===== config.mk =====
export PLATFORM = sky130hd
export DESIGN_NAME = vga_timing_gen_flat
export DESIGN_NICKNAME = d
export VERILOG_FILES = /design/src/rtl/vga_timing_pkg.sv /design/src/rtl/vga_timing_gen_if.sv /design/src/rtl/vga_timing_gen_pix_tick_gen.sv /design/src/rtl/vga_timing_gen.sv /design/src/flat_wrapper.sv
export SDC_FILE = /design/constraint.sdc
export NUM_CORES = 1
export LEC_CHECK = 0
export CORE_UTILIZATION = 45
export DETAILED_ROUTE_END_ITERATION = 12
export HOLD_SLACK_MARGIN = 0.1
export PLACE_DENSITY = 0.79
export SLEW_MARGIN = 10
export SYNTH_ARGS = -nofsm -noshare
export SYNTH_HDL_FRONTEND = slang
export SYNTH_SLANG_ARGS = --single-unit

===== constraint.sdc =====
create_clock -name CLK -period 4.5 [get_ports CLK]
set_input_delay 1.125 -clock CLK [delete_from_list [all_inputs] [get_ports CLK]]
set_output_delay 1.125 -clock CLK [all_outputs]
set_load 0.02 [all_outputs]

===== src/rtl/vga_timing_pkg.sv =====
// Default 640x480@60 raster constants and derived sync windows shared by the
// VGA timing generator and its pixel divider.
package vga_timing_pkg;

  localparam int DEF_CLK_DIV  = 2;
  localparam int DEF_H_ACTIVE = 640;
  localparam int DEF_H_FP     = 16;
  localparam int DEF_H_SYNC   = 96;
  localparam int DEF_H_BP     = 48;
  localparam int DEF_V_ACTIVE = 480;
  localparam int DEF_V_FP     = 10;
  localparam int DEF_V_SYNC   = 2;
  localparam int DEF_V_BP     = 33;

  localparam int DEF_H_TOTAL      = DEF_H_ACTIVE + DEF_H_FP + DEF_H_SYNC + DEF_H_BP;
  localparam int DEF_V_TOTAL      = DEF_V_ACTIVE + DEF_V_FP + DEF_V_SYNC + DEF_V_BP;
  localparam int DEF_H_SYNC_START = DEF_H_ACTIVE + DEF_H_FP;
  localparam int DEF_H_SYNC_END   = DEF_H_SYNC_START + DEF_H_SYNC;
  localparam int DEF_V_SYNC_START = DEF_V_ACTIVE + DEF_V_FP;
  localparam int DEF_V_SYNC_END   = DEF_V_SYNC_START + DEF_V_SYNC;

  // Half-open window test used for both sync pulses.
  function automatic logic in_window(input logic [31:0] v,
                                     input logic [31:0] lo,
                                     input logic [31:0] hi);
    return (v >= lo) && (v < hi);
  endfunction

endpackage


===== src/rtl/vga_timing_gen_if.sv =====
// Raster interface between the timing generator (master) and the display
// renderer (slave).
interface vga_timing_gen_if;

  logic [31:0] row;
  logic [31:0] col;
  logic        vnotactive;
  logic        hsync;
  logic        vsync;
  logic        pix_en;
  logic        sof;

  modport master (output row, col, vnotactive, hsync, vsync, pix_en, sof);
  modport slave  (input  row, col, vnotactive, hsync, vsync, pix_en, sof);

endinterface


===== src/rtl/vga_timing_gen_pix_tick_gen.sv =====
// Pixel-rate divider: pix_en is a registered one-clock pulse whenever the
// divider sits at CLK_DIV-1; forced low while RST is asserted.
module pix_tick_gen #(
  parameter int CLK_DIV = 2
) (
  input  logic CLK,
  input  logic RST,
  output logic pix_en
);

  localparam logic [31:0] DIV_LAST = 32'(CLK_DIV - 1);

  logic [31:0] r_div;
  logic [31:0] w_div_next;
  logic        r_pix_en;

  assign w_div_next = (r_div == DIV_LAST) ? 32'd0 : r_div + 32'd1;

  // pix_en is decoded from the next divider value so it is high exactly
  // while r_div == CLK_DIV-1.
  always_ff @(posedge CLK) begin
    if (!RST) begin
      r_div    <= 32'd0;
      r_pix_en <= 1'b0;
    end else begin
      r_div    <= w_div_next;
      r_pix_en <= (w_div_next == DIV_LAST);
    end
  end

  assign pix_en = r_pix_en;

endmodule


===== src/rtl/vga_timing_gen.sv =====
// Raster counters, sync/blanking decode and start-of-frame pulse for the VGA
// output. Define VGA_SYNC_DELAY_EN to delay hsync/vsync by one CLK.
module vga_timing_gen
  import vga_timing_pkg::*;
#(
  parameter int CLK_DIV  = DEF_CLK_DIV,
  parameter int H_ACTIVE = DEF_H_ACTIVE,
  parameter int H_FP     = DEF_H_FP,
  parameter int H_SYNC   = DEF_H_SYNC,
  parameter int H_BP     = DEF_H_BP,
  parameter int V_ACTIVE = DEF_V_ACTIVE,
  parameter int V_FP     = DEF_V_FP,
  parameter int V_SYNC   = DEF_V_SYNC,
  parameter int V_BP     = DEF_V_BP
) (
  input  logic             CLK,
  input  logic             RST,
  vga_timing_gen_if.master vga
);

  localparam logic [31:0] H_LAST  = 32'(H_ACTIVE + H_FP + H_SYNC + H_BP - 1);
  localparam logic [31:0] V_LAST  = 32'(V_ACTIVE + V_FP + V_SYNC + V_BP - 1);
  localparam logic [31:0] H_ACT   = 32'(H_ACTIVE);
  localparam logic [31:0] V_ACT   = 32'(V_ACTIVE);
  localparam logic [31:0] H_SS    = 32'(H_ACTIVE + H_FP);
  localparam logic [31:0] H_SE    = 32'(H_ACTIVE + H_FP + H_SYNC);
  localparam logic [31:0] V_SS    = 32'(V_ACTIVE + V_FP);
  localparam logic [31:0] V_SE    = 32'(V_ACTIVE + V_FP + V_SYNC);

  logic        w_pix_en;
  logic [31:0] r_row;
  logic [31:0] r_col;
  logic [31:0] w_row_next;
  logic [31:0] w_col_next;
  logic        w_frame_wrap;
  logic        r_hsync;
  logic        r_vsync;
  logic        r_vnotactive;
  logic        r_sof;

  pix_tick_gen #(
    .CLK_DIV (CLK_DIV)
  ) u_pix_tick (
    .CLK    (CLK),
    .RST    (RST),
    .pix_en (w_pix_en)
  );

  always_comb begin
    w_row_next = r_row;
    w_col_next = r_col;
    if (w_pix_en) begin
      if (r_col == H_LAST) begin
        w_col_next = 32'd0;
        w_row_next = (r_row == V_LAST) ? 32'd0 : r_row + 32'd1;
      end else begin
        w_col_next = r_col + 32'd1;
      end
    end
  end

  assign w_frame_wrap = w_pix_en && (r_col == H_LAST) && (r_row == V_LAST);

  // Decode from the next counter values so the registered flags line up
  // with the row/col presented in the same cycle.
  always_ff @(posedge CLK) begin
    if (!RST) begin
      r_row        <= 32'd0;
      r_col        <= 32'd0;
      r_hsync      <= 1'b1;
      r_vsync      <= 1'b1;
      r_vnotactive <= 1'b0;
      r_sof        <= 1'b0;
    end else begin
      r_row        <= w_row_next;
      r_col        <= w_col_next;
      r_hsync      <= !in_window(w_col_next, H_SS, H_SE);
      r_vsync      <= !in_window(w_row_next, V_SS, V_SE);
      r_vnotactive <= (w_col_next >= H_ACT) || (w_row_next >= V_ACT);
      r_sof        <= w_frame_wrap;
    end
  end

`ifdef VGA_SYNC_DELAY_EN
  logic r_hsync_dly;
  logic r_vsync_dly;

  // Extra stage keeps sync aligned with the renderer's registered RGB.
  always_ff @(posedge CLK) begin
    if (!RST) begin
      r_hsync_dly <= 1'b1;
      r_vsync_dly <= 1'b1;
    end else begin
      r_hsync_dly <= r_hsync;
      r_vsync_dly <= r_vsync;
    end
  end

  assign vga.hsync = r_hsync_dly;
  assign vga.vsync = r_vsync_dly;
`else
  assign vga.hsync = r_hsync;
  assign vga.vsync = r_vsync;
`endif

  assign vga.row        = r_row;
  assign vga.col        = r_col;
  assign vga.vnotactive = r_vnotactive;
  assign vga.pix_en     = w_pix_en;
  assign vga.sof        = r_sof;

endmodule


===== src/flat_wrapper.sv =====
// flat-port wrapper written by rule: the top's interface ports become plain ports
module vga_timing_gen_flat import vga_timing_pkg::*;
#(
  parameter int CLK_DIV  = DEF_CLK_DIV,
  parameter int H_ACTIVE = DEF_H_ACTIVE,
  parameter int H_FP     = DEF_H_FP,
  parameter int H_SYNC   = DEF_H_SYNC,
  parameter int H_BP     = DEF_H_BP,
  parameter int V_ACTIVE = DEF_V_ACTIVE,
  parameter int V_FP     = DEF_V_FP,
  parameter int V_SYNC   = DEF_V_SYNC,
  parameter int V_BP     = DEF_V_BP
)
  (CLK, RST, vga_row, vga_col, vga_vnotactive, vga_hsync, vga_vsync, vga_pix_en, vga_sof);
  vga_timing_gen_if vga_i ();
  input  logic CLK;
  input  logic RST;
  output wire logic [$bits(vga_i.row)-1:0] vga_row;
  output wire logic [$bits(vga_i.col)-1:0] vga_col;
  output wire logic [$bits(vga_i.vnotactive)-1:0] vga_vnotactive;
  output wire logic [$bits(vga_i.hsync)-1:0] vga_hsync;
  output wire logic [$bits(vga_i.vsync)-1:0] vga_vsync;
  output wire logic [$bits(vga_i.pix_en)-1:0] vga_pix_en;
  output wire logic [$bits(vga_i.sof)-1:0] vga_sof;
  assign vga_row = vga_i.row;
  assign vga_col = vga_i.col;
  assign vga_vnotactive = vga_i.vnotactive;
  assign vga_hsync = vga_i.hsync;
  assign vga_vsync = vga_i.vsync;
  assign vga_pix_en = vga_i.pix_en;
  assign vga_sof = vga_i.sof;
  vga_timing_gen #(.CLK_DIV(CLK_DIV), .H_ACTIVE(H_ACTIVE), .H_FP(H_FP), .H_SYNC(H_SYNC), .H_BP(H_BP), .V_ACTIVE(V_ACTIVE), .V_FP(V_FP), .V_SYNC(V_SYNC), .V_BP(V_BP)) u_core (.CLK(CLK), .RST(RST), .vga(vga_i));
endmodule

==> summary.md, run 1 <==
| Metric | Value |
|---|---|
| Required time worst endpoint | approximately 4.7 ns |
| IR drop worst, VDD | 0.000276 V |
| Commonest non-fill, non-tap cell in the layout | nor2_1 |
| First-pass GRT wire length | between 20000 and 30000 um |
| Area grow syn2layout | 18.1% |
| Data arrival, critical path | 3.58 ns |
| # resized after CTS | 0 |
| Initial detailed-routing violation count | between 600 and 700 |
| Core region area | 12800 um^2 |
| Hold buffers post-CTS | 0 |
| Die height | between 100 and 150 um |
| Hold path start | u_core.u_pix_tick.r_div[26] |
| NumNets Final | 811 |
| Synthesized flop and latch total | a little over 100 |
| Async SR Flop Fraction | 0% |
| Worst Hold Class | reg -> reg |
| Vias in the first global route | 5312 |
| Clock skew after layout | 0.00525 ns |
| PortBufs | 70 |
| Largest net degree at the start of global routing | 39 |
| CP Capture Type | register |
| H-Tree Depth | 3 |
| Layout cells sized above 1 | 4.45% |
| Setup CP Type | reg -> reg |
| Drt total wl | 15900 um |
| Row count | 41 |
| Pwr/cell area | 268 nW/um^2 |
| Grt ovf | 0 |
| Ys Warns | 0 |
| Drt wl/cell | 16.2 um |
| Vias post-DR | 5789 |
| Initial antenna violation count | 0 |
| Diode count | 0 |
| CTS Buffer Depth | 2 |
| Synthesized cell area | 5970 um^2 |
| Cell area after layout | 7050 um^2 |
| Commonest cells after routing, fill and taps aside | nor2_1 (132), dfxtp_1 (101), clkdlybuf4s50_1 (70) |
| IO Pins | 71 |
| Static Leak | roughly 2.4 nW |
| CTS tree | built |
| Max Fclk | 298 MHz |
| Die area | 13700 um^2 |
| Detailed Routing Iterations Pass 1 | 8 |
| Sequential area share after synthesis | between 30% and 40% |
| EDFF count, synth | 0 |
| Crit path launch type | register |
| Total track usage | 24.6% |
| DP Cell Count | 965 |
| Top cell type by total area after synthesis | dfxtp_1 |
| Post-synthesis net count | 773 |
| RSZ-0062 raised after global routing | no |
| Post-DP HPWL | ~11000 um |
| Final period utilization | 74.6% |
| Clk Latency, worst-skew pair | 0.35 ns |
| Synth Instances | around 770 |
| Clock Pin Slew Worst Setup and Hold Paths | 0.07 ns |
| Initial Util | 46.7% |
| Hold Fails Final Rpt | 0 |
| Synthesized area per cell | roughly 7.8 um^2 |
| Die width | 117 um |
| Crit path from | u_core.vga.col[1] |
| Status | finished clean |
| Synth cell types | 68 |
| Actual slew at the worst max-slew pin | 1.17 ns |
| Max-slew violations | 0 |
| Max-slew headroom | between 20% and 30% |
| DR vias/cell | ~5.9 |
| GP Congestion | approximately 0.97 |
| Setup bufs post-CTS | 0 |
| Antenna viol nets, final | 0 |
| Share of the synthesized area in the top cell type | 33.9% |
| Sum of negative setup slack | 0 ns |
| Root buffer cell | clkbuf_16 |
| Largest cells by area after synthesis | dfxtp_1 (34%), nor2_1 (8.3%), xnor2_1 (6.8%) |
| Max-capacitance violation count | 0 |
| Fin crit period | about 3.4 ns |
| Finish-stage setup viols | 0 |
| Number of fill cells | 1149 |
| Layout Cells excl Fill | 981 |
| CP Max Fanout | 20 |
| Post-Place Cell Area | 6700 um^2 |
| Clk sinks | 101 |
| Drt drc | 0 |
| Total CTS buffers | 9 |
| Reg2reg start | u_core.vga.col[1] |
| Main synth FF type | dfxtp_1 |
==> worst max-delay path, stage by stage (launching register included) <==
cell and delay (ns):
dfxtp_1 0.42, ha_1 0.40, and4bb_2 0.31, nand4_2 0.13, or4_4 0.71, or4b_1 0.57, xor2_1 0.23, nand4_1 0.14
nor3_2 0.22, a31oi_1 0.10
==> cell type report <==
type | instances | area [um^2] | share of cell area, %
multi-input cells | 603 | 3670 | 52.1
clock buffers | 13 | 280 | 3.98
well taps | 172 | 215 | 3.05
inverters | 13 | 48.8 | 0.692
clock inverters | 3 | 65.1 | 0.923
repair buffers | 76 | 746 | 10.6
flip-flops and latches | 101 | 2020 | 28.7
==> metal layers <==
| metal | wire [um] | GRT usage, % |
|---|---|---|
| met5 | 0 | 0 |
| met4 | 388 | 11.1 |
| met3 | 1470 | 6.90 |
| met2 | 6850 | 36.2 |
| met1 | 7220 | 33.5 |
==> where the power goes <==
group / switching (mW) / internal, mW / leakage, nW
registers: 0.0172 / 0.903 / 0.814
logic: 0.0504 / 0.0332 / 1.37
clock network: 0.340 / 0.547 / 0.172
total: 0.408 / 1.48 / 2.36
==> sequential cells by signal, summed over array words and instances (netlist names) <==
register	cells
u_core.vga.col	32
u_core.u_pix_tick.r_div	32
u_core.u_pix_tick.pix_en	1
u_core.vga.vnotactive	1
u_core.vga.row	32
u_core.vga.vsync	1
u_core.vga.hsync	1
u_core.vga.sof	1
==> worst paths after layout <==
check | endpoint | slack, ns | cells after the start
setup reg to reg | u_core.vga.vnotactive | 1.14 | 9
hold / removal | u_core.u_pix_tick.r_div[26] | 0.52 | 2
setup / recovery | u_core.vga.vnotactive | 1.14 | 9
hold reg to reg | u_core.u_pix_tick.r_div[26] | 0.52 | 2
==> Yosys cell counts (3+ instances only) <==
library cell / count
nor2_1: 132
dfxtp_1: 101
nand2_1: 58
xnor2_1: 46
nand3_1: 45
xor2_1: 39
nand4_1: 36
clkbuf_1: 34
and3_1: 25
nor4_1: 25
a21oi_1: 24
nor3_1: 22
o21ai_0: 18
inv_1: 13
and4_1: 8
buf_2: 8
mux2i_1: 8
or3_1: 8
a31oi_1: 6
nor4bb_1: 6
and2_1: 5
ha_1: 5
o211ai_1: 5
o31ai_1: 5
buf_6: 4
nand3b_1: 4
nand4b_1: 4
nor2b_1: 4
nor4b_1: 4
o21a_1: 4
or4_1: 4
buf_1: 3
nor3_2: 3
nor4_2: 3
o22ai_1: 3
o31a_1: 3
or2_2: 3
==> kinds of logic (layout without fill, tap and decap cells) <==
logic type / Yosys count / count (layout) / share of synthesized area, %
AND/OR/NAND/NOR: 411 / 411 / 36.3
flip-flops: 101 / 101 / 33.9
AO/OA/AOI/OAI: 94 / 94 / 10.4
XOR/XNOR: 85 / 85 / 12.5
buffers and inverters: 62 / 105 / 4.57
multiplexers: 8 / 8 / 1.34
adder cells (fa/ha/maj): 5 / 5 / 1.05
==> stage by stage <==
step	hold WS, ns	total power [mW]	setup WS [ns]	util, %
5_1_grt	0.584	1.96	0.967	55.2
4_1_cts	0.528	1.91	1.19	55.2
3_3_place_gp	0.487	1.02	1.35	52.5
3_5_place_dp	0.520	1.02	1.25	52.5
2_1_floorplan	0.456	0.993	1.57	-
6_report	0.523	1.89	1.14	55.2
Note: power is estimated with default switching activity, not from simulation.
==> run 2, diff against run 1 <==
==> constraint.sdc (replaced) <==
create_clock -name CLK -period 3.3 [get_ports CLK]
set_input_delay 0.825 -clock CLK [delete_from_list [all_inputs] [get_ports CLK]]
set_output_delay 0.825 -clock CLK [all_outputs]
set_load 0.02 [all_outputs]
==> run 2 against run 1 <==
  * Cell count up 2.7%
  * Largest power group unchanged
  * Setup slack worse by 0.95 ns
  * Register-to-register slack worse by 0.95 ns
  * Critical path depth unchanged
  * Combinational power up 60%
  * Clock power up 22%
  * Critical endpoint unchanged
  * Flip-flop and latch count unchanged
==> summary.md, run 2 (synthesized netlist as in run 1, its figures left out) <==
| Metric | Value |
|---|---|
| Status | finished clean (unchanged) |
| Grt ovf | 0 (unchanged) |
| Total CTS buffers | 9 (unchanged) |
| Clock Pin Slew Worst Setup and Hold Paths | 0.07 ns (about the same) |
| Initial antenna violation count | 0 (unchanged) |
| Drt total wl | 17100 um (was 15900 um) |
| Vias post-DR | 6000 (was 5789) |
| Core region area | 12800 um^2 (unchanged) |
| IR drop worst, VDD | 0.000216 V (was 0.000276 V) |
| PortBufs | 70 (unchanged) |
| Setup bufs post-CTS | 0 (unchanged) |
| Antenna viol nets, final | 0 (unchanged) |
| Worst Hold Class | reg -> reg (unchanged) |
| Worst hold slack | 0.519 ns (was 0.523 ns) |
| Post-DP HPWL | 11900 um (was 11200 um) |
| Initial detailed-routing violation count | 614 (was 662) |
| Clk sinks | 101 (unchanged) |
| RSZ-0062 raised after global routing | no (unchanged) |
| Area grow syn2layout | 20.7% (was 18.1%) |
| Diode count | 0 (unchanged) |
| Total track usage | 25.3% (was 24.6%) |
| Max-capacitance violation count | 0 (unchanged) |
| Commonest cells after routing, fill and taps aside | nor2_1 (132), dfxtp_1 (101), clkdlybuf4s50_1 (70) (unchanged) |
| DR vias/cell | 5.96 (was 5.90) |
| Max Fclk | 322 MHz (was 298 MHz) |
| Crit path launch type | register (unchanged) |
| Data arrival, critical path | 3.32 ns (was 3.58 ns) |
| # resized after CTS | 0 (unchanged) |
| Root buffer cell | clkbuf_16 (unchanged) |
| Pwr/cell area | 342 nW/um^2 (was 268 nW/um^2) |
| CP Capture Type | register (unchanged) |
| Hold Fails Final Rpt | 0 (unchanged) |
| Number of fill cells | 1165 (was 1149) |
| R2R cell count | 9 (unchanged) |
| Die width | 117 um (unchanged) |
| Static Leak | 2.47 nW (was 2.36 nW) |
| Initial Util | 46.7% (unchanged) |
| WHS Path Cells | 1 (was 2) |
| Largest net degree at the start of global routing | 39 (unchanged) |
| First-pass GRT wire length | 27100 um (was 26300 um) |
| Commonest non-fill, non-tap cell in the layout | nor2_1 (unchanged) |
| Detailed Routing Iterations Pass 1 | 6 (was 8) |
| Sum of negative setup slack | 0 ns (unchanged) |
| Die area | 13700 um^2 (unchanged) |
| H-Tree Depth | 3 (unchanged) |
| Final period utilization | 94.2% (was 74.6%) |
| IO Pins | 71 (unchanged) |
| Max-slew headroom | 59.3% (was 21.5%) |
| CTS tree | built (unchanged) |
| Drt wl/cell | 17.0 um (was 16.2 um) |
| Max-slew violations | 0 (unchanged) |
| Drt drc | 0 (unchanged) |
| Required time worst endpoint | 3.52 ns (was 4.73 ns) |
| Clk Latency, worst-skew pair | 0.35 ns (about the same) |
| Hold buffers post-CTS | 0 (unchanged) |
| Row count | 41 (unchanged) |
| Vias in the first global route | 5347 (was 5312) |
| Setup CP Type | reg -> reg (unchanged) |
| Fin crit period | 3.11 ns (was 3.36 ns) |
| Finish-stage setup viols | 0 (unchanged) |
| Actual slew at the worst max-slew pin | 0.605 ns (was 1.17 ns) |
| Clock skew after layout | 0.00681 ns (was 0.00525 ns) |
| NumNets Final | 837 (was 811) |
| GP Congestion | 0.965 (was 0.971) |
| CP Max Fanout | 10 (was 20) |
| CTS Buffer Depth | 2 (unchanged) |
| Layout cells sized above 1 | 7.31% (was 4.45%) |
| Die height | 117 um (unchanged) |
[run 2: changes by cell type in the layout (fill, tap and decap cells not counted)]
cell / previous run / this run
buf_4: 6 / 31
bufinv_16: 2 / 1
clkbuf_1: 0 / 1
clkbuf_8: 4 / 1
clkinv_4: 0 / 2
clkinvlp_4: 0 / 1
or4_2: 0 / 1
[run 2: stage by stage]
step / power, mW / utilization (%) / cell area, um^2 / setup WS (ns) / cells
after CTS: 2.49 / 56.3 / 7190 / 0.198 / 1006
after detailed placement: 1.41 / 53.9 / 6890 / 0.210 / 990
after global routing: 2.56 / 56.4 / 7200 / 0.0138 / 1007
after floorplan: 1.35 / - / 5970 / 0.366 / 766
after global placement: 1.40 / 53.9 / 6890 / 0.301 / 990
final: 2.47 / 56.4 / 7200 / 0.193 / 1007
[run 2: routing by layer]
| layer | share of wire, % | track usage, % | wire length (um) |
|---|---|---|---|
| met5 | 0 | 0 | 0 |
| met1 | 46 | 35.6 | 7870 |
| met4 | 2.1 | 9.70 | 363 |
| met3 | 7.5 | 4.53 | 1270 |
| met2 | 44 | 38.5 | 7560 |
[run 2: report_power, final]
part           leakage [nW]  switching, mW  internal [mW]
logic                  1.51         0.0808         0.0528
registers             0.814         0.0164           1.23
clock network         0.146          0.473          0.611
total                  2.47          0.570           1.90
[run 2: layout make-up]
type,count,area (um^2),area share (%)
Multi-Input combinational cell,604,3680,51.1
Tap cell,172,215,2.99
Timing Repair Buffer,101,933,13.0
Inverter,13,48.8,0.678
Clock inverter,5,60.1,0.834
Sequential cell,101,2020,28.1
Clock buffer,11,243,3.37
[run 2: worst max-delay path, cell delays in order, from the launching register on]
cell,delay [ns]
dfxtp_1,0.40
ha_1,0.27
and4bb_2,0.25
nand4_2,0.16
or4_4,0.65
or4b_1,0.54
xor2_1,0.19
nand4_1,0.14
nor3_2,0.25
a31oi_1,0.11
[run 2: path summary, 6_finish.rpt]
kind	from	endpoint	slack (ns)
max reg2reg	u_core.vga.col[1]	u_core.vga.vnotactive	0.19
min	u_core.u_pix_tick.r_div[0]	u_core.u_pix_tick.r_div[0]	0.52
min reg2reg	u_core.u_pix_tick.r_div[0]	u_core.u_pix_tick.r_div[0]	0.52
max	u_core.vga.col[1]	u_core.vga.vnotactive	0.19
==> run 3, diff against run 2 <==
--- a/config.mk
+++ b/config.mk
@@ -5,6 +5,7 @@
 export SDC_FILE = /design/constraint.sdc
 export NUM_CORES = 1
 export LEC_CHECK = 0
+export CAP_MARGIN = 0
 export CORE_UTILIZATION = 45
 export DETAILED_ROUTE_END_ITERATION = 12
 export HOLD_SLACK_MARGIN = 0.1
==> results of run 3 <==
No change in the layout: final DEF, timing and power equal those of run 2.
==> RTL change, RTL diff (flow settings as in run 1) <==
The option `VGA_SYNC_DELAY_EN` is turned on by a define.
--- a/src/rtl/vga_timing_gen.sv
+++ b/src/rtl/vga_timing_gen.sv
@@ -2,2 +2,4 @@
 // output. Define VGA_SYNC_DELAY_EN to delay hsync/vsync by one CLK.
+`define VGA_SYNC_DELAY_EN
+
 module vga_timing_gen
Check against the original RTL: same outputs for any inputs over 10 cycles, from zero or initial values and one cycle with RST low; that may be too few to reach the edited logic, so the function may still have changed.
==> RTL change against run 1 <==
- worst setup slack lost 0.021 ns
- total power is 4.2% lower
- wire length grew 1.3%
- design area up 3.1%
- sequential cell count rose by 2
- via count rose by 0.98%
- synthesized area up 5.2%
- count of clock-buffer cells in the layout decreased by 3
==> RTL change: results (changes against run 1) <==
- Period utilization: 75.06% (+0.47 points)
- DR WL met2: 7513 um (+9.6%)
- Main synth FF type: dfxtp_1
- Layout Nets: 832 (+2.6%)
- Hold Path End: u_core.vga.vsync$_SDFF_PN1_
- WL per Instance: 16.04 um (-1.2%)
- First-pass DRT Iterations: 5 (-3)
- Crit path DAT: 3.62 ns (+0.04 ns)
- Total Routing Usage GR: 22.71% (-1.9 points)
- Hold Worst Slack: 0.4372 ns (-0.08602 ns)
- LEAKAGE: 2.397 nW (+1.7%)
- Register area share after synthesis: 32.84% (-1.1 points)
- Synth area leaders: dfxtp_1 (33%), xnor2_1 (8.0%), nor2_1 (5.7%), xor2_1 (4.6%), nand3_1 (3.7%)
- Maximum fanout along the worst path: 11 (-45%)
- Total net switching power: 0.0004172 W (+2.3%)
- CTS resizes: 0 (unchanged)
- Hold Path Class: flop to flop
- Hold Path Origin: u_core.r_vsync$_SDFF_PN1_
- Commonest cells post-synth: dfxtp_1 (103), nor2_1 (95), nand2_1 (62)
- DP HPWL: 11820 um (+5.7%)
- First-pass GRT wire length: 26010 um (-0.92%)
- DR top layer: met4
- VDD IR max: 0.1834 mV (-33%)
- Rel. slew slack: 44.66% (+23 points)
- MaxCap Viol Count: 0 (unchanged)
- Met3 wire length: 863 um (-41%)
- Skew final: 0.01316 ns (+0.007913 ns)
- Post-detailed-route via-to-cell ratio: 5.811 (-1.5%)
- Vias in the first global route: 5196 (-2.2%)
- Share of layout cells above drive strength 1: 4.940% (+0.49 points)
- Synth Net Count: 800 (+3.5%)
- Initial drt markers: 538 (-19%)
- Largest net degree at the start of global routing: 47 (+21%)
- Reg2reg start: u_core.vga.row[1]$_SDFF_PN0_
- Synth cell types: 66 (-2.9%)
- WHS Path Cells: 1 (-1)
- Root buffer cell: clkbuf_16
- GPL Wtd Cong: 0.9261 (-4.7%)
- Status: completed
- Met1 WL: 7405 um (+2.6%)
-- RTL change: how the worst max path moves through the flow --
stage / to / startpoint
floorplan: u_core.vga.vnotactive$_SDFF_PN0_ / u_core.vga.col[5]$_SDFF_PN0_
global placement: u_core.r_vsync$_SDFF_PN1_ / u_core.vga.col[28]$_SDFF_PN0_
detailed placement: u_core.r_vsync$_SDFF_PN1_ / u_core.vga.col[28]$_SDFF_PN0_
CTS: u_core.vga.vnotactive$_SDFF_PN0_ / u_core.vga.row[0]$_SDFF_PN0_
global route: u_core.vga.vnotactive$_SDFF_PN0_ / u_core.vga.row[1]$_SDFF_PN0_
finish: u_core.vga.vnotactive$_SDFF_PN0_ / u_core.vga.row[1]$_SDFF_PN0_
-- RTL change: area by class of cell --
class | instances | area, sq um
multi-input cells | 624 | 3901
clock inverters | 6 | 68.82
fillers | 1261 | 6133
well taps | 176 | 220.2
inverters | 14 | 52.55
repair buffers | 73 | 723.2
flip-flops and latches | 103 | 2062
clock buffers | 10 | 239.0
-- RTL change: worst max-delay path, cell delays in order, from the launching register on --
cell	delay (ns)
dfxtp_1	0.47
ha_1	0.44
nand3_1	0.14
or4_1	0.58
nor4_1	0.55
mux2i_1	0.25
o21ai_1	0.08
nand4bb_1	0.25
o41ai_1	0.40
o21ai_1	0.11
-- RTL change: kinds of logic (layout without fill, tap and decap cells) --
family	Yosys count	in the layout	share of synthesized area [%]
fa+ha+maj	5	5	0.9964
compound gates	88	88	8.928
mux	12	12	1.973
simple gates	429	429	37.68
flops	103	103	32.84
xor+xnor	90	90	12.55
buf+inv	66	103	5.022
-- RTL change: per-layer routing --
layer	track usage, %	vias to the layer above
li1	-	2879
met1	29.03	2759
met2	37.10	180
met3	5.418	28
met4	7.969	0
met5	0	-
-- RTL change: per-stage QoR --
| step | util, % | instance area [sq um] | std cells |
|---|---|---|---|
| after floorplan | - | 6279 | 793 |
| after global placement | 51.93 | 6959 | 990 |
| after detailed placement | 51.93 | 6959 | 990 |
| after CTS | 54.23 | 7267 | 1006 |
| after global routing | 54.23 | 7267 | 1006 |
| final | 54.23 | 7267 | 1006 |
-- RTL change: power groups by stage --
stage / Clock, W / Sequential (W) / Combinational (W)
2_1_floorplan: 0 / 0.000953 / 0.0000438
6_report: 0.000812 / 0.000932 / 0.0000682
5_1_grt: 0.000865 / 0.000933 / 0.0000755
3_3_place_gp: 0 / 0.000952 / 0.0000678
4_1_cts: 0.000824 / 0.000932 / 0.0000690
3_5_place_dp: 0 / 0.000953 / 0.0000687
